**config.mk**
```make
export PLATFORM = sky130hd
export DESIGN_NAME = day_1_parser
export DESIGN_NICKNAME = d
export VERILOG_FILES = /design/src/rtl/day_1_pkg.sv /design/src/rtl/day_1_op_reg.sv /design/src/rtl/day_1_parser.sv
export SDC_FILE = /design/constraint.sdc
export NUM_CORES = 1
export LEC_CHECK = 0
export CAP_MARGIN = 20
export CORE_UTILIZATION = 59
export CTS_CLUSTER_DIAMETER = 30
export CTS_CLUSTER_SIZE = 28
export DETAILED_ROUTE_END_ITERATION = 6
export GPL_ROUTABILITY_DRIVEN = 0
export PLACE_DENSITY_LB_ADDON = 0.08
export SLEW_MARGIN = 20
export SYNTH_ARGS = -nofsm -noshare
export SYNTH_HDL_FRONTEND = slang
export SYNTH_HIERARCHICAL = 1
export SYNTH_SLANG_ARGS = --single-unit
```
**constraint.sdc**
```tcl
create_clock -name clk -period 8.2 [get_ports clk]
set_input_delay 1.64 -clock clk [delete_from_list [all_inputs] [get_ports clk]]
set_output_delay 1.64 -clock clk [all_outputs]
set_load 0.02 [all_outputs]
```
**src/rtl/day_1_pkg.sv**
```systemverilog
// Shared constants, ASCII codes and parser state type for the day 1 dial solver front end.
package day_1_pkg;
  localparam int AMT_W      = 10;
  localparam int OP_DIR_BIT = AMT_W;
  localparam int OP_AMT_MSB = AMT_W - 1;

  localparam logic [7:0] CH_R  = 8'h52;
  localparam logic [7:0] CH_L  = 8'h4C;
  localparam logic [7:0] CH_0  = 8'h30;
  localparam logic [7:0] CH_9  = 8'h39;
  localparam logic [7:0] CH_LF = 8'h0A;
  localparam logic [7:0] CH_CR = 8'h0D;

  typedef enum logic [1:0] {
    S_DIR  = 2'd0,
    S_NUM  = 2'd1,
    S_ERR  = 2'd2,
    S_DONE = 2'd3
  } state_e;
endpackage

```
**src/rtl/day_1_op_reg.sv**
```systemverilog
// Single-entry valid/ready output register; a load may replace an entry that is being taken.
module day_1_op_reg #(
  parameter int W = 11
) (
  input  logic         clk,
  input  logic         rst_n,
  input  logic         load,
  input  logic [W-1:0] load_data,
  input  logic         ready,
  output logic         valid,
  output logic [W-1:0] data
);

  always_ff @(posedge clk or negedge rst_n) begin
    if (!rst_n) begin
      valid <= 1'b0;
      data  <= '0;
    end else if (load) begin
      valid <= 1'b1;
      data  <= load_data;
    end else if (ready) begin
      valid <= 1'b0;
    end
  end

endmodule

```
**src/rtl/day_1_parser.sv**
```systemverilog
// ASCII rotation-line parser: turns "L68\n"-style lines into {dir, amt} op words.
//   state  | meaning
//   S_DIR  | waiting for a direction letter (CR/LF skipped)
//   S_NUM  | accumulating decimal digits of the amount
//   S_ERR  | malformed input seen, discarding until in_last
//   S_DONE | stream finished, input closed until reset
module day_1_parser
  #(
  parameter int AMT_W = day_1_pkg::AMT_W,
  parameter int CNT_W = 16
) (
  input  logic             clk,
  input  logic             rst_n,
  input  logic             in_valid,
  output logic             in_ready,
  input  logic [7:0]       in_byte,
  input  logic             in_last,
  output logic             op_valid,
  input  logic             op_ready,
  output logic [AMT_W:0]   op_data,
  output logic [CNT_W-1:0] op_count,
  output logic             done,
  output logic             err
);
  import day_1_pkg::*;

  localparam int ACC_W = AMT_W + 4;
  localparam logic [ACC_W-1:0] AMT_MAX = ACC_W'((1 << AMT_W) - 1);

  state_e           state, state_n;
  logic             dir, dir_n;
  logic [AMT_W-1:0] amt, amt_n;
  logic [3:0]       ndig, ndig_n;
  logic             rdy_en;
  logic             accept, emit, err_hit, is_digit;
  logic [ACC_W-1:0] amt_x, acc;

  assign in_ready = rdy_en && (state != S_DONE) && !(op_valid && !op_ready);
  assign accept   = in_valid && in_ready;
  assign done     = (state == S_DONE);
  assign is_digit = (in_byte >= CH_0) && (in_byte <= CH_9);

  // amt*10 + digit via shift-add; the extra 4 bits catch overflow past AMT_W
  assign amt_x = {4'b0000, amt};
  assign acc   = (amt_x << 3) + (amt_x << 1) + {{AMT_W{1'b0}}, in_byte[3:0]};

  always_comb begin
    state_n = state;
    dir_n   = dir;
    amt_n   = amt;
    ndig_n  = ndig;
    emit    = 1'b0;
    err_hit = 1'b0;
    if (accept) begin
      case (state)
        S_DIR: begin
          if (in_byte == CH_R || in_byte == CH_L) begin
            dir_n   = (in_byte == CH_R);
            amt_n   = '0;
            ndig_n  = '0;
            state_n = S_NUM;
          end else if (in_byte != CH_LF && in_byte != CH_CR) begin
            state_n = S_ERR;
            err_hit = 1'b1;
          end
        end
        S_NUM: begin
          if (is_digit) begin
            if (acc > AMT_MAX) begin
              state_n = S_ERR;
              err_hit = 1'b1;
            end else begin
              amt_n  = acc[AMT_W-1:0];
              ndig_n = (ndig == 4'hF) ? ndig : ndig + 4'd1;
            end
          end else if (in_byte == CH_LF) begin
            if (ndig != 4'd0) begin
              emit    = 1'b1;
              state_n = S_DIR;
            end else begin
              state_n = S_ERR;
              err_hit = 1'b1;
            end
          end else if (in_byte != CH_CR) begin
            state_n = S_ERR;
            err_hit = 1'b1;
          end
        end
        default: ;
      endcase
      // in_last closes the pending line as if an LF followed it
      if (in_last) begin
        if (state_n == S_NUM) begin
          if (ndig_n != 4'd0) emit = 1'b1;
          else                err_hit = 1'b1;
        end
        state_n = S_DONE;
      end
    end
  end

  always_ff @(posedge clk or negedge rst_n) begin
    if (!rst_n) begin
      state    <= S_DIR;
      dir      <= 1'b0;
      amt      <= '0;
      ndig     <= '0;
      rdy_en   <= 1'b0;
      err      <= 1'b0;
      op_count <= '0;
    end else begin
      state  <= state_n;
      dir    <= dir_n;
      amt    <= amt_n;
      ndig   <= ndig_n;
      rdy_en <= 1'b1;
      if (err_hit) err <= 1'b1;
      if (emit) op_count <= op_count + 1'b1;
    end
  end

  day_1_op_reg #(.W(AMT_W + 1)) u_op_reg (
    .clk       (clk),
    .rst_n     (rst_n),
    .load      (emit),
    .load_data ({dir_n, amt_n}),
    .ready     (op_ready),
    .valid     (op_valid),
    .data      (op_data)
  );

endmodule

```
==> flow_metrics.py <==
metrics = {
    "outcome": {
        "outcome": "complete, no violations",
    },
    "synth": {
        "yosysSeqAreaShare": 0.3820,
        "ys_warn_count": 6,
        "synth_xor_area_frac": 0.05973,
        "synth_fa_ha_area_frac": 0.1024,
        "synth_top_area_cell": "dfrtp_1",
        "synth_nets": 352,
        "synthMuxAreaShare": 0.05607,
        "synth_compound_area_frac": 0.1987,
        "synth_simple_gate_area_frac": 0.1646,
        "synthesis.area_um2": 3079,
        "async_reset_ff_frac": 1.000,
        "synth_top_cell_area_share": 0.3820,
        "yosysMostFrequentCell": "dfrtp_1",
        "synth-seq-cells": 47,
        "synthCells": 315,
        "syn_avg_cell_area_um2": 9.775,
        "synthFlopType": "dfrtp_1",
        "synth_edf_count": 0,
        "synth_top_family_by_area": "compound AO/OA/AOI/OAI gates",
        "synth_commonest_cells": "dfrtp_1, nand2_1, ha_1",
        "synth_area_leaders": "dfrtp_1, ha_1, mux2_4",
        "synthDistinctLibCells": 56,
    },
    "hold_path": {
        "holdCritStartpoint": "op_count[15]",
        "min_path_cells": 1,
        "min_path_type": "flip-flop to flip-flop",
        "holdPathEnd": "op_count[15]",
    },
    "routing": {
        "viasPerCell": 6.111,
        "drt_pass1_iterations": 7,
        "route.vias.total": 2597,
        "antenna_left": 0,
        "drcViolationCount": 0,
        "wl_per_cell_um": 16.88,
        "drt-total-wl_um": 7172,
        "drt_iter0_markers": 224,
    },
    "worst_setup_path": {
        "r2r_start": "amt[0]",
        "crit_type": "primary input to flip-flop",
        "cp-end-kind": "flip-flop",
        "cp_data_arrival_time_ns": 6.28,
        "critPathRequiredTime_ns": 8.38,
        "reg2reg_slack_ns": 3.64,
        "crit_fanout": 12,
        "reg2reg_to": "u_op_reg/data[10]",
        "r2r_cells": 14,
        "cp-start-kind": "primary input",
    },
    "clock_tree": {
        "clockBufferDepth": 2,
        "clk_pin_slew_ns": 0.09,
        "clock-root-buffer": "clkbuf_8",
        "cts_tree": "yes",
        "cts-resized-gates": 0,
        "clock_latency_ns": 0.31,
        "cts-buffers-inserted": 5,
        "clock-sinks": 47,
        "htree_levels": 2,
        "cts_hold_buf": 0,
        "postCtsSetupBuffers": 0,
    },
    "layout": {
        "final_area_um2": 3631,
        "nets": 394,
        "final_util": 0.7441,
        "syn_to_final_growth_pct": 17.92,
        "layout.filler_cells": 369,
        "antennaDiodeCount": 0,
        "drive_gt1_frac": 0.09497,
    },
    "die": {
        "die_x_um": 74.24,
        "row_count": 25,
        "coreArea_um2": 4880,
        "die_h_um": 74.24,
        "start_util": 0.6310,
        "pin_count": 44,
        "die_area_um2": 5512,
    },
    "global_routing": {
        "grt_pass1_wl_um": 11870,
        "overflow": 0,
        "grt_antenna_before_repair": 0,
        "grt_max_degree": 48,
        "grtUsageTotal": 0.2863,
        "grt_pass1_vias": 2469,
    },
    "power_and_ir_drop": {
        "power_leakage_nw": 1.596,
        "vdd_drop_max_uv": 126.0,
        "p_total_mw": 0.4333,
        "powerDensity_nw_per_um2": 119.3,
    },
    "sta": {
        "rsz0062_at_grt": "no",
        "slew_violations": 0,
        "setup_tns_ns": 0,
        "finalClockSkew_ns": 0.01761,
        "finalCritPeriodShare": 0.7437,
        "slew_headroom": 0.4970,
        "hold_ws_ns": 0.4774,
        "fin_crit_ns": 6.098,
        "tightestPinTransition_ns": 0.7494,
        "timing.fmax_mhz": 164.0,
        "hold_viol_final": 0,
        "finalSetupViolCount": 0,
    },
    "placed_design": {
        "place_area_um2": 3543,
        "hpwlAfterDp_um": 5390,
        "port_buffers": 43,
    },
    "job": {
        "maxCapViolations": 0,
    },
}
## kinds of logic (layout without fill, tap and decap cells)
| kind of cell | after synthesis | count (layout) |
|---|---|---|
| muxes | 12 | 12 |
| AOI/OAI and AO/OA | 88 | 88 |
| other | 1 | 1 |
| buffers and inverters | 25 | 68 |
| adders and majority gates | 24 | 24 |
| and+or+nand+nor | 97 | 97 |
| xor gates and xnor gates | 21 | 21 |
| DFF | 47 | 47 |
## routing by layer
layer  share of wire  track usage  up-vias
li1                -            -     1224
met1            0.47       0.4291     1249
met3           0.070      0.05149       14
met4           0.015      0.07128        0
met5               0            0        -
met2            0.45       0.4313      110
## sequential cells by signal (all words and copies together) (netlist names)
| signal | cells |
|---|---|
| op_count | 16 |
| u_op_reg/data | 11 |
| amt | 10 |
| ndig | 4 |
| state | 2 |
| dir | 1 |
| err | 1 |
| rdy_en | 1 |
| u_op_reg/valid | 1 |
## cell usage in the layout, fill, tap and decap left out, types with 5 or more instances in the layout
master and count:
dfrtp_1 47, clkdlybuf4s50_1 42, nand2_1 31, ha_1 22, a21oi_1 18, o21ai_0 18
inv_1 17, nor2_1 14, xnor2_1 11, xor2_1 10, mux2_4 10, and3_1 9
o211ai_1 9, nand3_1 8, nand2b_1 7, a22o_1 6, nor2_2 6, a21o_1 5
nor2b_1 5, o2111ai_1 5, clkbuf_8 5
## power by group
| part | leakage, nW | internal, mW | total (mW) | switching (mW) |
|---|---|---|---|---|
| clock network | 0.0412 | 0.0597 | 0.138 | 0.0787 |
| registers | 0.642 | 0.236 | 0.242 | 0.00594 |
| logic | 0.913 | 0.0230 | 0.0533 | 0.0303 |
| total | 1.60 | 0.318 | 0.433 | 0.115 |
## layout make-up
class	count	area [um2]	share of cell area
multi-input combinational	243	1794	0.4941
clock inverter	2	12.51	0.003446
sequential	47	1176	0.3239
timing repair buffer	43	427.9	0.1178
inverter	17	63.81	0.01757
clock buffer	6	72.57	0.01999
tap	67	83.83	0.02309
## how the worst max path moves through the flow
stage	startpoint	endpoint	slack [ns]	depth (start not counted)
after detailed placement	in_byte[3]	u_op_reg/data[10]	1.89	15
after global placement	in_byte[3]	u_op_reg/data[8]	2.09	14
after floorplan	in_byte[3]	u_op_reg/data[0]	3.24	14
after global routing	in_byte[3]	u_op_reg/data[8]	1.89	15
after CTS	in_byte[3]	u_op_reg/data[10]	2.16	15
final	in_byte[3]	u_op_reg/data[10]	2.10	15
## critical path: stages
cell	delay, ns
clkdlybuf4s50_1	0.53
inv_1	0.10
fa_1	0.61
inv_1	0.06
ha_1	0.32
a211oi_2	0.25
o21ai_2	0.13
a311oi_1	0.45
o21a_2	0.22
o21ai_1	0.27
o21a_1	0.28
a31oi_2	0.37
o21ai_0	0.17
inv_1	0.47
mux2_2	0.41
## stage by stage
| stage | instances | setup WS (ns) |
|---|---|---|
| 2_1_floorplan | 315 | 3.237 |
| 3_3_place_gp | 417 | 2.086 |
| 3_5_place_dp | 417 | 1.893 |
| 4_1_cts | 425 | 2.160 |
| 5_1_grt | 425 | 1.893 |
| 6_report | 425 | 2.102 |
Power figures use the tool's default switching activity.
==> RTL change 1 (config.mk and constraints unchanged) <==
Register the output `op_count` once more; this adds one clock of latency there. The other outputs are not delayed to match.
--- a/src/rtl/day_1_parser.sv
+++ b/src/rtl/day_1_parser.sv
@@ -26,6 +26,8 @@
 
   localparam int ACC_W = AMT_W + 4;
   localparam logic [ACC_W-1:0] AMT_MAX = ACC_W'((1 << AMT_W) - 1);
+
+  logic [CNT_W-1:0] op_count_s0;
 
   state_e           state, state_n;
   logic             dir, dir_n;
@@ -107,7 +109,7 @@
       ndig     <= '0;
       rdy_en   <= 1'b0;
       err      <= 1'b0;
-      op_count <= '0;
+      op_count_s0 <= '0;
     end else begin
       state  <= state_n;
       dir    <= dir_n;
@@ -115,7 +117,7 @@
       ndig   <= ndig_n;
       rdy_en <= 1'b1;
       if (err_hit) err <= 1'b1;
-      if (emit) op_count <= op_count + 1'b1;
+      if (emit) op_count_s0 <= op_count_s0 + 1'b1;
     end
   end
 
@@ -129,5 +131,9 @@
     .data      (op_data)
   );
 
+  always_ff @(posedge clk) begin
+    op_count <= op_count_s0;
+  end
+
 endmodule
 
Formal check against the unedited RTL: not equivalent (Yosys sat finds a counterexample within 4 cycles, from zero or initial values and one cycle with rst_n low).
==> RTL change 1 against the unedited design <==
Synthesized area is 11% higher; die area is 11% higher; first-iteration DRC count is 25% lower; via count is 3.0% higher; worst setup slack better by 0.11 ns; synthesized cell count is 2.5% higher; wire length is 5.1% higher; sequential cell count is 16 higher; cell area is 14% higher; largest cell class unchanged.
Power is not compared: it rests on default switching activity, and its combinational part moved more than twofold at a synthesized area within 25%.
==> RTL change 1: results (changes against the unedited design) <==
Status
  • Outcome: complete, no violations

CTS
  • Total CTS buffers: 9 (+4)
  • Worst-skew pair later-pin latency: 0.34 ns (+0.03 ns)
  • H-tree levels: 3 (+1)
  • Post-CTS sizing: 0 (unchanged)
  • Setup Buffers After CTS: 0 (unchanged)

Synthesis
  • Synth cell types: 61 (+8.9%)
  • Share of flip-flops with an asynchronous set or reset: 74.60% (-25 points)
  • Sequential cell area fraction in the yosys report: 43.76% (+5.6 points)
  • Post-Syn Nets: 360 (+2.3%)
  • Synth area leaders: dfrtp_1, dfxtp_1, ha_1, mux2_4, xor2_1
  • Post-synth top cells: dfrtp_1, nor2_1, ha_1

Drt
  • Routed WL per cell: 16.76 um (-0.70%)
  • Via-to-Cell Ratio: 5.942 (-2.8%)
  • Drt first-iter violations: 167 (-25%)

Final layout
  • Fill cell count: 395 (+7.0%)
  • Fin nets: 410 (+4.1%)
  • Largest registers: op_count (16), op_count_s0 (16), u_op_reg/data (11)
  • Share of post-route cells with drive strength above 1: 13.23% (+3.7 points)

Global route
  • Total Routing Usage GR: 27.19% (-1.4 points)
  • GR Layer Usage met1: 40.33% (-2.6 points)
  • Vias in the first global route: 2685 (+8.7%)
  • First-pass GRT wire length: 12980 um (+9.4%)
  • Met3 GRT Util: 4.651% (-0.50 points)
  • GR Util met2: 40.88% (-2.3 points)

Placed design
  • Hpwl dp: 5384 um (-0.11%)
  • Setup WS pre-CTS: 1.898 ns (+0.004650 ns)

STA
  • Clock skew: 0.009300 ns (-0.008306 ns)
  • Slew margin rel.: 42.62% (-7.1 points)

Setup path
  • Critical path required time: 8.42 ns (+0.04 ns)
  • Critical Path Fanout Max: 15 (+3)
RTL change 1: changes by cell type in the layout (fill, tap and decap cells not counted), sizes merged, moves of 5 or more:
| cell | delta |
|---|---|
| dfxtp | +16 |
| nand2 | -11 |
| nor3 | +9 |
| o21ai | -8 |
| o211ai | -7 |
| nor2 | +6 |
| xnor2 | -6 |
| xor2 | +6 |
| a21oi | -5 |
| and3 | -5 |
| inv | +5 |
| nand4 | +5 |
| nor4 | +5 |
RTL change 1: worst max-delay path, cell delays in order:
cell and delay (ns):
clkdlybuf4s50_1 0.54, inv_1 0.11, fa_1 0.60, inv_1 0.06, ha_1 0.31, a211oi_2 0.25, o21a_1 0.23, o211ai_1 0.13
a211oi_2 0.27, nor2_1 0.11, nor4_1 0.30, o221a_2 0.29, o41ai_4 0.07, buf_4 0.21, nor2_2 0.67, mux2_2 0.41
RTL change 1: final cells by class:
cell class,instances,share of cell area [%]
Clock buffer,10,3.605
Clock inverter,6,1.696
Inverter,18,1.636
Multi-Input combinational cell,237,44.11
Sequential cell,63,36.23
Tap cell,72,2.181
Timing Repair Buffer,44,10.54
RTL change 1: logic make-up after synthesis:
logic type      share of synthesized area, %
mux                                    5.671
fa+ha+maj                              9.221
buf+inv                                2.964
xor+xnor                               5.379
other cells                           0.1097
simple gates                           17.01
flops                                  43.76
compound gates                         15.88
RTL change 1: where the power goes:
group	switching [mW]	internal (mW)	total, mW
registers	0.0260	0.330	0.356
logic	0.0929	0.0719	0.165
clock network	0.132	0.163	0.294
RTL change 1: routing by layer:
metal | vias up | wire length, um
met3 | 6 | 383
met2 | 92 | 3461
li1 | 1282 | -
met4 | 0 | 61
met5 | - | 0
met1 | 1294 | 3635
RTL change 1: final timing paths:
kind                                  from                 to  slack [ns]  cells past startpoint
setup / recovery                in_byte[3]  u_op_reg/data[10]        2.21                     16
hold reg to reg            op_count_s0[14]       op_count[14]        0.39                      0
min in group asynchronous            rst_n            ndig[2]        1.29                      1
hold / removal             op_count_s0[14]       op_count[14]        0.39                      0
max in group asynchronous            rst_n  u_op_reg/data[10]        6.49                      1
setup reg to reg                    amt[2]  u_op_reg/data[10]        3.75                     14
RTL change 1: through the flow:
| step | hold slack, ns | cell area [um2] | power (mW) | util, % | cells |
|---|---|---|---|---|---|
| after CTS | 0.3863 | 4128 | 0.8196 | 74.50 | 450 |
| after global routing | 0.4170 | 4130 | 0.8545 | 74.55 | 450 |
| after floorplan | 0.3472 | 3420 | 0.4643 | - | 323 |
| after detailed placement | 0.3692 | 3909 | 0.5249 | 70.55 | 434 |
| after global placement | 0.3545 | 3909 | 0.5226 | 70.55 | 434 |
| final | 0.3903 | 4130 | 0.8156 | 74.55 | 450 |
==> RTL change 2 (same settings) <==
Without the edit above. `CNT_W`: 16 -> 32.
--- a/src/rtl/day_1_parser.sv
+++ b/src/rtl/day_1_parser.sv
@@ -7,7 +7,7 @@
 module day_1_parser
   #(
   parameter int AMT_W = day_1_pkg::AMT_W,
-  parameter int CNT_W = 16
+  parameter int CNT_W = 32
 ) (
   input  logic             clk,
   input  logic             rst_n,
Interface: changed (resized op_count); port bits go from 44 to 60. No check against the original RTL was run, so the function may have changed too.
==> RTL change 2 against the unedited design <==
Clock skew is 0.013 ns lower; sequential cell count grew 16; synthesized area increased by 38%; critical path depth up 1; worst setup slack worse by 0.0068 ns; largest cell class unchanged; wire length is 44% higher; worst hold slack improved by 0.0062 ns; total power is 59% higher; cell area is 39% higher; global-route usage up 0.90 points.
==> RTL change 2: results (changes against the unedited design) <==
Status
  • Outcome: complete, no violations

Final layout
  • Share of post-route cells with drive strength above 1: 14.29% (+4.8 points)
  • Clock-cell share: 3.666% (+1.3 points)
  • Signal inverters: 14 (-3)
  • Multi-In Gates: 313 (+29%)
  • # clk buffers: 10 (+4)
  • Count of plain and timing-repair buffers: 65 (+51%)
  • Fraction of standard cell area in multi-input logic: 49.22% (-0.19 points)
  • Largest registers: op_count (32), u_op_reg/data (11), amt (10)
  • Final Instance Count excl. Fillers: 565 (+33%)
  • Fin nets: 503 (+28%)
  • FF/Latch Area: 1577 um2 (+34%)

Global route
  • GR Layer Usage met1: 44.63% (+1.7 points)
  • Met3 GRT Util: 4.952% (-0.20 points)
  • Vias in the first global route: 3382 (+37%)
  • GR Util met2: 41.80% (-1.3 points)
  • Total Routing Usage GR: 29.52% (+0.90 points)
  • First-pass GRT wire length: 16990 um (+43%)

Die
  • Core Box Area: 6869 um2 (+41%)

Placed design
  • Hpwl dp: 7120 um (+32%)
  • # port buffers: 59 (+37%)
  • Placed inst area: 4866 um2 (+37%)
  • Placed cell count: 551 (+32%)

Synthesis
  • Post-Syn Nets: 447 (+27%)
  • Post-synthesis compound-gate area fraction: 21.01% (+1.1 points)
  • Post-synth top cells: dfrtp_1, nand2_1, nor2_1
  • Post-Synth Adder-Cell Area: 7.427% (-2.8 points)
  • Multiplexer area fraction after synthesis: 4.568% (-1.0 points)
  • Synth Area in XOR/XNOR: 7.427% (+1.5 points)
  • Synth cell types: 66 (+18%)

Drt
  • Drt first-iter violations: 232 (+3.6%)
  • Metal-1 WL: 5029 um (+49%)
  • Routed WL: 10290 um (+44%)
  • First-pass iteration count of the detailed router: 5 (-2)
  • Met2 wire len: 4339 um (+36%)
  • Met3 wire length: 730 um (+46%)

Power
  • Sw power: 190.9 uW (+66%)
  • Maximum VDD drop: 0.1146 mV (-9.1%)
  • Pwr/cell area: 136.5 nW/um2 (+14%)

CTS
  • Worst-skew pair later-pin latency: 0.35 ns (+0.04 ns)
  • H-tree levels: 3 (+1)
  • Reg clk slew, reported paths: 0.07 ns (-0.02 ns)
  • Total CTS buffers: 9 (+4)

Setup path
  • Worst Path Arrival: 6.34 ns (+0.06 ns)
  • Critical Path Fanout Max: 19 (+7)
  • Critical Path Max Stage Delay: 0.63 ns (+0.02 ns)
  • Slowest cell on the critical path: a311o_1

STA
  • Clock skew: 0.004234 ns (-0.01337 ns)
  • Slew margin rel.: 40.09% (-9.6 points)
-- RTL change 2: cell count changes after synthesis, moves of 9 or more --
cell | before | now
dfrtp_1 | 47 | 63
nand3_1 | 8 | 18
xor2_1 | 10 | 19
nor2_1 | 14 | 23
o311ai_2 | 0 | 10
a311oi_2 | 0 | 10
nand4_1 | 0 | 9
-- RTL change 2: path summary, 6_finish.rpt --
check | slack [ns] | end | depth (start not counted)
setup reg to reg | 3.59 | u_op_reg/data[8] | 15
hold / removal | 0.48 | op_count[20] | 1
max in group asynchronous | 6.19 | ndig[2] | 2
setup / recovery | 2.09 | u_op_reg/data[8] | 16
hold reg to reg | 0.48 | op_count[20] | 1
min in group asynchronous | 1.44 | amt[8] | 2
-- RTL change 2: power by group through the flow --
stage	Clock [mW]	Combinational (mW)	Sequential (mW)
6_report	0.270	0.0905	0.329
5_1_grt	0.282	0.0991	0.331
4_1_cts	0.270	0.0903	0.329
3_5_place_dp	0	0.0893	0.335
3_3_place_gp	0	0.0877	0.334
2_1_floorplan	0	0.0506	0.333
